File: config.mk
export PLATFORM = sky130hd
export DESIGN_NAME = instr_fetch_unit
export DESIGN_NICKNAME = d
export VERILOG_FILES = /design/src/rtl/instr_fetch_unit_pkg.sv /design/src/rtl/instr_fetch_unit.sv
export SDC_FILE = /design/constraint.sdc
export NUM_CORES = 1
export LEC_CHECK = 0
export ABC_AREA = 1
export CORE_AREA = 2 2 105 107
export CTS_CLUSTER_DIAMETER = 40
export DETAILED_ROUTE_END_ITERATION = 6
export DIE_AREA = 0 0 107 109
export DONT_BUFFER_PORTS = 1
export PLACE_DENSITY_LB_ADDON = 0.25
export SETUP_SLACK_MARGIN = 0.15
export SLEW_MARGIN = 20
export SYNTH_ARGS = -nofsm -noshare
export SYNTH_HDL_FRONTEND = slang
export SYNTH_SLANG_ARGS = --single-unit
File: constraint.sdc
create_clock -name clk -period 2.9 [get_ports clk]
set_input_delay 0.29 -clock clk [delete_from_list [all_inputs] [get_ports clk]]
set_output_delay 0.29 -clock clk [all_outputs]
set_load 0.1 [all_outputs]
File: src/rtl/instr_fetch_unit_pkg.sv
// Shared constants and types for the instruction fetch control stage.
package instr_fetch_unit_pkg;

    // Fetch FSM state encodings (2 bits).
    typedef enum logic [1:0] {
        ST_ADVANCE = 2'd0,
        ST_FETCH   = 2'd1,
        ST_HOLD    = 2'd2,
        ST_DRAIN   = 2'd3
    } fetch_state_e;

    // Byte size of one instruction; the sequential PC step.
    localparam int unsigned INSTR_BYTES = 4;

    // PC value after reset: one step before address zero, so the first
    // ADVANCE lands the first fetch on 0x0000_0000.
    localparam logic [31:0] RESET_PC = 32'hFFFF_FFFC;

endpackage : instr_fetch_unit_pkg

File: src/rtl/instr_fetch_unit.sv
// Fetch control stage: drives the next PC value, issues one instruction
// memory request at a time and buffers the fetched word for decode.
// Branch/jump redirects squash the buffered or in-flight instruction; an
// un-acked request is kept alive in DRAIN so memory sees a clean handshake.
module instr_fetch_unit
    import instr_fetch_unit_pkg::*;
#(
    parameter int ADDR_W = 32,
    parameter int DATA_W = 32
) (
    input  logic              clk,
    input  logic              rst,
    input  logic [ADDR_W-1:0] instrAddr,
    output logic [ADDR_W-1:0] nextInstrAddr,
    input  logic              redirect,
    input  logic [ADDR_W-1:0] redirectAddr,
    output logic              imemReq,
    output logic [ADDR_W-1:0] imemAddr,
    input  logic              imemAck,
    input  logic [DATA_W-1:0] imemData,
    output logic [DATA_W-1:0] instr,
    output logic [ADDR_W-1:0] instrPC,
    output logic              instrValid,
    input  logic              instrReady
);

    fetch_state_e      state_q;
    logic [DATA_W-1:0] instr_q;
    logic [ADDR_W-1:0] instr_pc_q;
    logic              instr_valid_q;
    logic [ADDR_W-1:0] drain_addr_q;

    logic [ADDR_W-1:0] redirect_target_s;
    logic [ADDR_W-1:0] pc_plus_step_s;

    assign redirect_target_s = {redirectAddr[ADDR_W-1:2], 2'b00};
    assign pc_plus_step_s    = instrAddr + ADDR_W'(INSTR_BYTES);

    // Next PC: redirect target wins, ADVANCE steps by one instruction, else hold.
    always_comb begin
        nextInstrAddr = instrAddr;
        if (redirect) begin
            nextInstrAddr = redirect_target_s;
        end else if (state_q == ST_ADVANCE) begin
            nextInstrAddr = pc_plus_step_s;
        end else begin
            nextInstrAddr = instrAddr;
        end
    end

    // Request outputs are pure decodes of the state register; in FETCH the
    // address is the held PC, in DRAIN the address captured at the redirect.
    assign imemReq  = (state_q == ST_FETCH) || (state_q == ST_DRAIN);
    assign imemAddr = (state_q == ST_DRAIN) ? drain_addr_q : instrAddr;

    assign instr      = instr_q;
    assign instrPC    = instr_pc_q;
    assign instrValid = instr_valid_q;

    // Fetch FSM together with the decode-side instruction buffer.
    always_ff @(posedge clk) begin
        if (rst) begin
            state_q       <= ST_ADVANCE;
            instr_q       <= '0;
            instr_pc_q    <= '0;
            instr_valid_q <= 1'b0;
            drain_addr_q  <= '0;
        end else begin
            case (state_q)
                ST_ADVANCE: begin
                    // A redirect here only suppresses the step (handled on
                    // nextInstrAddr); the buffer is already empty.
                    state_q       <= ST_FETCH;
                    instr_valid_q <= 1'b0;
                end
                ST_FETCH: begin
                    if (redirect) begin
                        instr_valid_q <= 1'b0;
                        if (imemAck) begin
                            // Stale data arrives with the redirect: drop it.
                            state_q <= ST_FETCH;
                        end else begin
                            // Keep the old request alive until memory acks.
                            state_q      <= ST_DRAIN;
                            drain_addr_q <= instrAddr;
                        end
                    end else if (imemAck) begin
                        instr_q       <= imemData;
                        instr_pc_q    <= instrAddr;
                        instr_valid_q <= 1'b1;
                        state_q       <= ST_HOLD;
                    end else begin
                        state_q <= ST_FETCH;
                    end
                end
                ST_HOLD: begin
                    if (redirect) begin
                        // Dropped even if decode accepts it in this cycle.
                        instr_valid_q <= 1'b0;
                        state_q       <= ST_FETCH;
                    end else if (instrReady) begin
                        instr_valid_q <= 1'b0;
                        state_q       <= ST_ADVANCE;
                    end else begin
                        state_q <= ST_HOLD;
                    end
                end
                ST_DRAIN: begin
                    instr_valid_q <= 1'b0;
                    if (imemAck) begin
                        state_q <= ST_FETCH;
                    end else begin
                        state_q <= ST_DRAIN;
                    end
                end
                default: begin
                    state_q       <= ST_ADVANCE;
                    instr_valid_q <= 1'b0;
                end
            endcase
        end
    end

endmodule : instr_fetch_unit

==> results of run 1 <==
cell usage in the layout (no fill, tap or decap), drive strengths merged, types with 3 or more instances in the layout:
cell / netlist / layout
a21o: 4 / 4
buf: 31 / 70
dfxtp: 99 / 99
xnor2: 7 / 7
or2: 4 / 4
ha: 5 / 5
inv: 58 / 61
nor2: 76 / 76
nand4: 7 / 7
a21oi: 69 / 69
nor3: 3 / 3
clkbuf: 28 / 9
a211oi: 34 / 34
nand2: 195 / 195
nand3: 106 / 106
o21ai: 46 / 46
metrics by stage:
step | hold slack (ns) | setup TNS (ns) | cells | setup slack (ns)
3_5_place_dp | 0.370 | 0 | 928 | 0.950
5_1_grt | 0.0575 | 0 | 946 | 0.349
6_report | 0.0704 | 0 | 946 | 0.551
4_1_cts | 0.0574 | 0 | 946 | 0.540
2_1_floorplan | 0.434 | -2.63 | 778 | -0.331
3_3_place_gp | 0.366 | 0 | 928 | 0.988
worst max-delay path: cells and delay by family, from the launching register on:
family / cells / cell delay (ns)
compound gates: 1 / 0.14
simple gates: 6 / 0.89
buf+inv: 2 / 0.27
flops: 1 / 0.39
what timing repair did:
action	in CTS	in global routing
buffers inserted	0	0
hold buffers	2	0
hold endpoints to repair	98	0
cells by family (layout without fill, tap and decap cells):
kind of cell,count (synthesis),after routing,share of synthesized area
AOI/OAI and AO/OA,155,155,0.169
xor gates and xnor gates,9,9,0.0152
adders and majority gates,5,5,0.0120
buffers and inverters,117,145,0.0918
DFF,99,99,0.382
and+or+nand+nor,393,393,0.331
cell type report:
cell class	count	area, um^2	area share
clock buffers	9	124	0.0185
clock inverters	7	82.6	0.0123
inverters	58	218	0.0325
multi-input cells	562	2920	0.436
flip-flops and latches	99	1980	0.296
well taps	140	175	0.0261
repair buffers	71	1190	0.178
per-layer routing:
layer / routed length (um) / up-vias / global-route usage
li1: - / 2617 / -
met2: 8160 / 254 / 0.485
met5: 0 / - / 0
met1: 6030 / 2513 / 0.311
met3: 1430 / 26 / 0.0628
met4: 328 / 0 / 0.117
how the worst max path moves through the flow:
stage | slack (ns) | cells past startpoint | to | from
2_1_floorplan | -0.33 | 4 | imemAddr[0] | state_q[1]
3_3_place_gp | 0.99 | 9 | nextInstrAddr[16] | state_q[1]
3_5_place_dp | 0.95 | 8 | nextInstrAddr[12] | state_q[0]
4_1_cts | 0.54 | 8 | nextInstrAddr[12] | state_q[1]
5_1_grt | 0.35 | 9 | nextInstrAddr[16] | state_q[1]
6_report | 0.55 | 9 | nextInstrAddr[16] | state_q[1]
power by group through the flow:
stage | logic (mW) | registers, mW | clock network [mW]
2_1_floorplan | 0.809 | 1.69 | 0
3_3_place_gp | 1.11 | 1.69 | 0
3_5_place_dp | 1.13 | 1.70 | 0
4_1_cts | 1.16 | 1.67 | 0.965
5_1_grt | 1.21 | 1.67 | 1.01
6_report | 1.16 | 1.67 | 0.952
flip-flops by register name, indices dropped and copies added, names as in the netlist:
name,count
instrPC,32
instr,32
instrValid,1
state_q,2
drain_addr_q,32
==> flow_summary_export.csv, run 1 <==
group,metric,value,unit
drt,vias,5410,
floorplanning,fp-row-count,38,
synthesis,synth-async-reset-ratio,0,
cells_and_area,fin_util,0.632,
synthesis,synthDominantCellAreaShare,0.382,
synthesis,yosysWarnings,0,
global_routing,grt_pass1_wl,25200,um
power,clkPwrFrac,0.252,
synthesis,ys.flop_type,"dfxtp_1",
timing,setup_viol,0,
floorplanning,io_pins,231,
clock_network,cts_tree,"built",
setup_path,r2r_start,"state_q[1]",
setup_path,cp-end-kind,"output port",
setup_path,cpMaxStageDelayCell,"dfxtp_1",
synthesis,yosysMostFrequentCell,"nand2_1",
cells_and_area,fillerInstances,901,
synthesis,syn_inst,778,
timing,fmax,426,MHz
global_routing,antenna_found_initial,0,
timing,slew_headroom,0.287,
drt,ant_nets,0,
power,p_leak,2.60,nW
setup_path,ff2ff_path_depth,5,
power,vdd_drop_max,0.352,mV
timing,period_share,0.810,
setup_path,cp_slowest_stage_delay,0.39,ns
synthesis,yosys.area.top_type,"dfxtp_1",
clock_network,cts_root_buffer,"clkbuf_8",
placed_design,dpl.hpwl,11200,um
worst_hold_path,hold_path.class,"primary input to flop",
setup_path,crit_type,"flop to output port",
setup_path,r2r_slack,1.04,ns
drt,drtIter0Drc,364,
clock_network,insertion_delay,0.37,ns
drt,wl,15900,um
status,status,"finished, final reports clean",
setup_path,required,2.61,ns
synthesis,synth_seq_cells,99,
drt,post-route-drc-count,0,
setup_path,critPathLaunchType,"flop",
drt,wl_per_cell,16.9,um
timing,fin_skew,0.0106,ns
floorplanning,die_h,109,um
power,switchingPower,1.60,mW
placed_design,placed_area,6450,um^2
power,pwr-share-seq,0.442,
clock_network,ctsResizeCount,0,
global_routing,grtUsageTotal,0.271,
worst_hold_path,hp-start,"imemData[22]",
floorplanning,core_area,10600,um^2
synthesis,synth_edf_count,0,
worst_hold_path,hold_path_depth,2,
placed_design,gp_congestion,0.851,
clock_network,clk_pin_slew,0.11,ns
worst_hold_path,whs_endpoint,"instr[22]",
synthesis,syn-mean-instance-area,6.68,um^2
power,p_int,2.17,mW
synthesis,seq_area_frac_synth,0.382,
clock_network,numCtsBuffers,9,
timing,maxSlewViolCount,0,
cells_and_area,antenna_cells,0,
drt,viasPerCell,5.72,
floorplanning,initial_core_util,0.490,
synthesis,ys_types,30,
clock_network,cts_num_sinks,99,
timing,rsz0062_at_grt,"false",
synthesis,syn-cell-area,5190,um^2
setup_path,cp_cell_sequence,"inv_1, nand2_2, nor2_1, nand2_1, nor2_1, a21o_1, nand3_1, nand2_1, buf_12",
global_routing,grt_pass1_vias,5217,
cells_and_area,nets,907,
floorplanning,dieWidth,107,um
synthesis,synth_commonest_cells,"nand2_1 (193), nand3_1 (105), dfxtp_1 (99)",
job,cap_violations,0,
timing,min_period,2.35,ns
cells_and_area,area_growth,28.9,%
synthesis,ys_top_cells_by_area,"dfxtp_1 (38%), nand2_1 (14%), nand3_1 (10%)",
clock_network,clockBufferDepth,2,
timing,finalHoldViolCount,0,
synthesis,synth_nets,884,
global_routing,grt_remaining_overflow,0,
cells_and_area,design_area,6700,um^2
timing,tightest_slew,1.07,ns
power,pwr-share-comb,0.306,
drt,dr.pass1.iters,6,
cells_and_area,drive_gt1_frac,0.195,
power,powerDensity,563,nW/um^2
setup_path,cp_max_fo,7,
global_routing,grt_max_degree,99,
power,switching_share,0.425,
placed_design,port_buffers,0,
power,finalPower,3.77,mW
clock_network,cts.htree.levels,3,
setup_path,timing.rr.end,"instrPC[9]",
floorplanning,die-area,11700,um^2
setup_path,worst_ep_arrival_time,2.06,ns
Note: power is estimated with default switching activity, not from simulation.
==> run 2: changes to the inputs <==
==> constraint.sdc (replaced) <==
create_clock -name clk -period 2.1 [get_ports clk]
set_input_delay 0.21 -clock clk [delete_from_list [all_inputs] [get_ports clk]]
set_output_delay 0.21 -clock clk [all_outputs]
set_load 0.1 [all_outputs]
==> run 2 against run 1 <==
Effect of this change: the flow now finishes with violations (hold timing); sequential power increased by 19%; global-route usage rose by 2.0 points; cell area up 15%; critical path type unchanged.
==> flow_summary_export.csv, run 2 (synthesized netlist as in run 1, its figures left out) <==
group,metric,value,unit
setup_path,r2r_slack,0.34,ns
timing,tightest_slew,0.652,ns
floorplanning,core_area,10600,um^2
cells_and_area,final_common_cell,"nand2_1",
drt,post-route-drc-count,0,
clock_network,numCtsBuffers,9,
drt,drtIter0Drc,445,
status,violations,"hold timing",
power,pwr-share-seq,0.384,
floorplanning,initial_core_util,0.490,
global_routing,grtUsageTotal,0.291,
power,pwr-share-comb,0.407,
timing,timing.hold.ws,-0.0836,ns
cells_and_area,multi_input_area,3220,um^2
drt,ant_nets,0,
setup_path,cp_slowest_stage_delay,0.36,ns
setup_path,path_buf_inv,4,
placed_design,port_buffers,0,
clock_network,cts.htree.levels,3,
setup_path,crit_type,"flop to output port",
drt,viasPerCell,5.65,
cells_and_area,final_cell_mix,"nand2_1 (169), dfxtp_1 (97), nand3_1 (91)",
clock_network,clk_pin_slew,0.09,ns
timing,fin_skew,0.00610,ns
job,cap_violations,0,
timing,min_period,2.04,ns
power,switching_share,0.414,
power,vdd_drop_max,0.560,mV
setup_path,required,1.89,ns
setup_path,cp_max_fo,7,
floorplanning,dieWidth,107,um
placed_design,place_inst,998,
setup_path,cp_cell_sequence,"inv_4, nand2_8, inv_6, nand2_1, nor2_4, nand3_1, nand2_1, nand3_1, nand2_1, inv_2, buf_12",
cells_and_area,area_growth,48.3,%
drt,wl,17500,um
clock_network,postCtsHoldBufs,1,
setup_path,cp-end-kind,"output port",
global_routing,grt_max_degree,100,
cells_and_area,fillerInstances,778,
power,switchingPower,2.13,mW
clock_network,cts_root_buffer,"clkbuf_8",
timing,maxSlewViolCount,0,
cells_and_area,final_cells,1023,
cells_and_area,antenna_cells,0,
cells_and_area,ff_latch_area,1990,um^2
clock_network,clockBufferDepth,2,
worst_hold_path,hold_path.class,"primary input to flop",
global_routing,antenna_found_initial,0,
timing,fmax,490,MHz
floorplanning,fp-row-count,38,
power,p_int,3.02,mW
floorplanning,io_pins,231,
cells_and_area,nets,986,
drt,dr.pass1.iters,5,
global_routing,grt_remaining_overflow,0,
placed_design,dpl.hpwl,12400,um
clock_network,insertion_delay,0.36,ns
placed_design,gp_congestion,0.882,
setup_path,cpMaxStageDelayCell,"dfxtp_4",
drt,wl_per_cell,17.1,um
cells_and_area,drive_gt1_frac,0.322,
power,finalPower,5.15,mW
setup_path,critPathLaunchType,"flop",
power,p_leak,3.11,nW
timing,finalHoldViolCount,98,
cells_and_area,fin_util,0.727,
global_routing,grt_pass1_wl,26800,um
global_routing,grt_pass1_vias,5518,
timing,period_share,0.971,
power,powerDensity,668,nW/um^2
timing,slew_headroom,0.565,
floorplanning,die_h,109,um
setup_path,worst_ep_arrival_time,1.83,ns
status,status,"finished with violations",
clock_network,cts_num_sinks,99,
setup_path,crit_top_cell,"nand2_1",
setup_path,crit_family,"simple AND/OR/NAND/NOR gates",
clock_network,cts_tree,"built",
power,clkPwrFrac,0.209,
drt,vias,5776,
timing,rsz0062_at_grt,"true",
floorplanning,die-area,11700,um^2
timing,setup_viol,0,
-- run 2: per-stage QoR --
stage,setup TNS (ns),hold slack [ns],setup WS [ns],cell area [um^2]
2_1_floorplan,-1.29,0.375,-0.407,5390
3_3_place_gp,0,0.286,0.262,7180
3_5_place_dp,0,0.289,0.227,7180
4_1_cts,0,-0.108,0.106,7550
5_1_grt,-0.0467,-0.115,-0.0236,7700
6_report,0,-0.0836,0.0604,7700
-- run 2: what timing repair did --
item | CTS | global route
resized for setup | 46 | 32
buffers inserted | 7 | 3
pin swaps | 16 | 22
setup endpoints to repair | 31 | 39
endpoints found under the hold margin | 99 | 98
-- run 2: power groups by stage --
| stage | registers (mW) | logic (mW) | clock network [mW] |
|---|---|---|---|
| 2_1_floorplan | 2.33 | 1.17 | 0 |
| 3_3_place_gp | 2.02 | 2.00 | 0 |
| 3_5_place_dp | 2.02 | 2.03 | 0 |
| 4_1_cts | 1.98 | 2.08 | 1.09 |
| 5_1_grt | 1.99 | 2.17 | 1.17 |
| 6_report | 1.98 | 2.10 | 1.07 |
-- run 2: area by class of cell --
| cell class | count | share of cell area |
|---|---|---|
| sequential | 99 | 0.258 |
| multi-input combinational | 562 | 0.417 |
| tap | 140 | 0.0227 |
| clock buffer | 12 | 0.0188 |
| timing repair buffer | 150 | 0.251 |
| inverter | 58 | 0.0296 |
| clock inverter | 2 | 0.00179 |
-- run 2: final timing paths --
check / startpoint / end / depth (start not counted)
setup / recovery: state_q[0] / nextInstrAddr[26] / 11
setup reg to reg: state_q[1] / drain_addr_q[29] / 6
hold / removal: rst / instr[13] / 1
hold reg to reg: instrPC[7] / instrPC[7] / 2
-- run 2: metal layers --
layer	wire length, um	share of wire	vias up	global-route usage
met3	1670	0.095	35	0.0717
met1	6420	0.37	2666	0.329
met2	9030	0.51	309	0.527
met4	416	0.024	0	0.117
li1	-	-	2766	-
met5	0	0	-	0
-- run 2: worst register-to-register path: cells and delay by family, from the launching register on --
family                 cells  cell delay, ns
buffers and inverters      3            0.58
flip-flops                 1            0.37
AO/OA/AOI/OAI              1            0.36
AND/OR/NAND/NOR            2            0.35
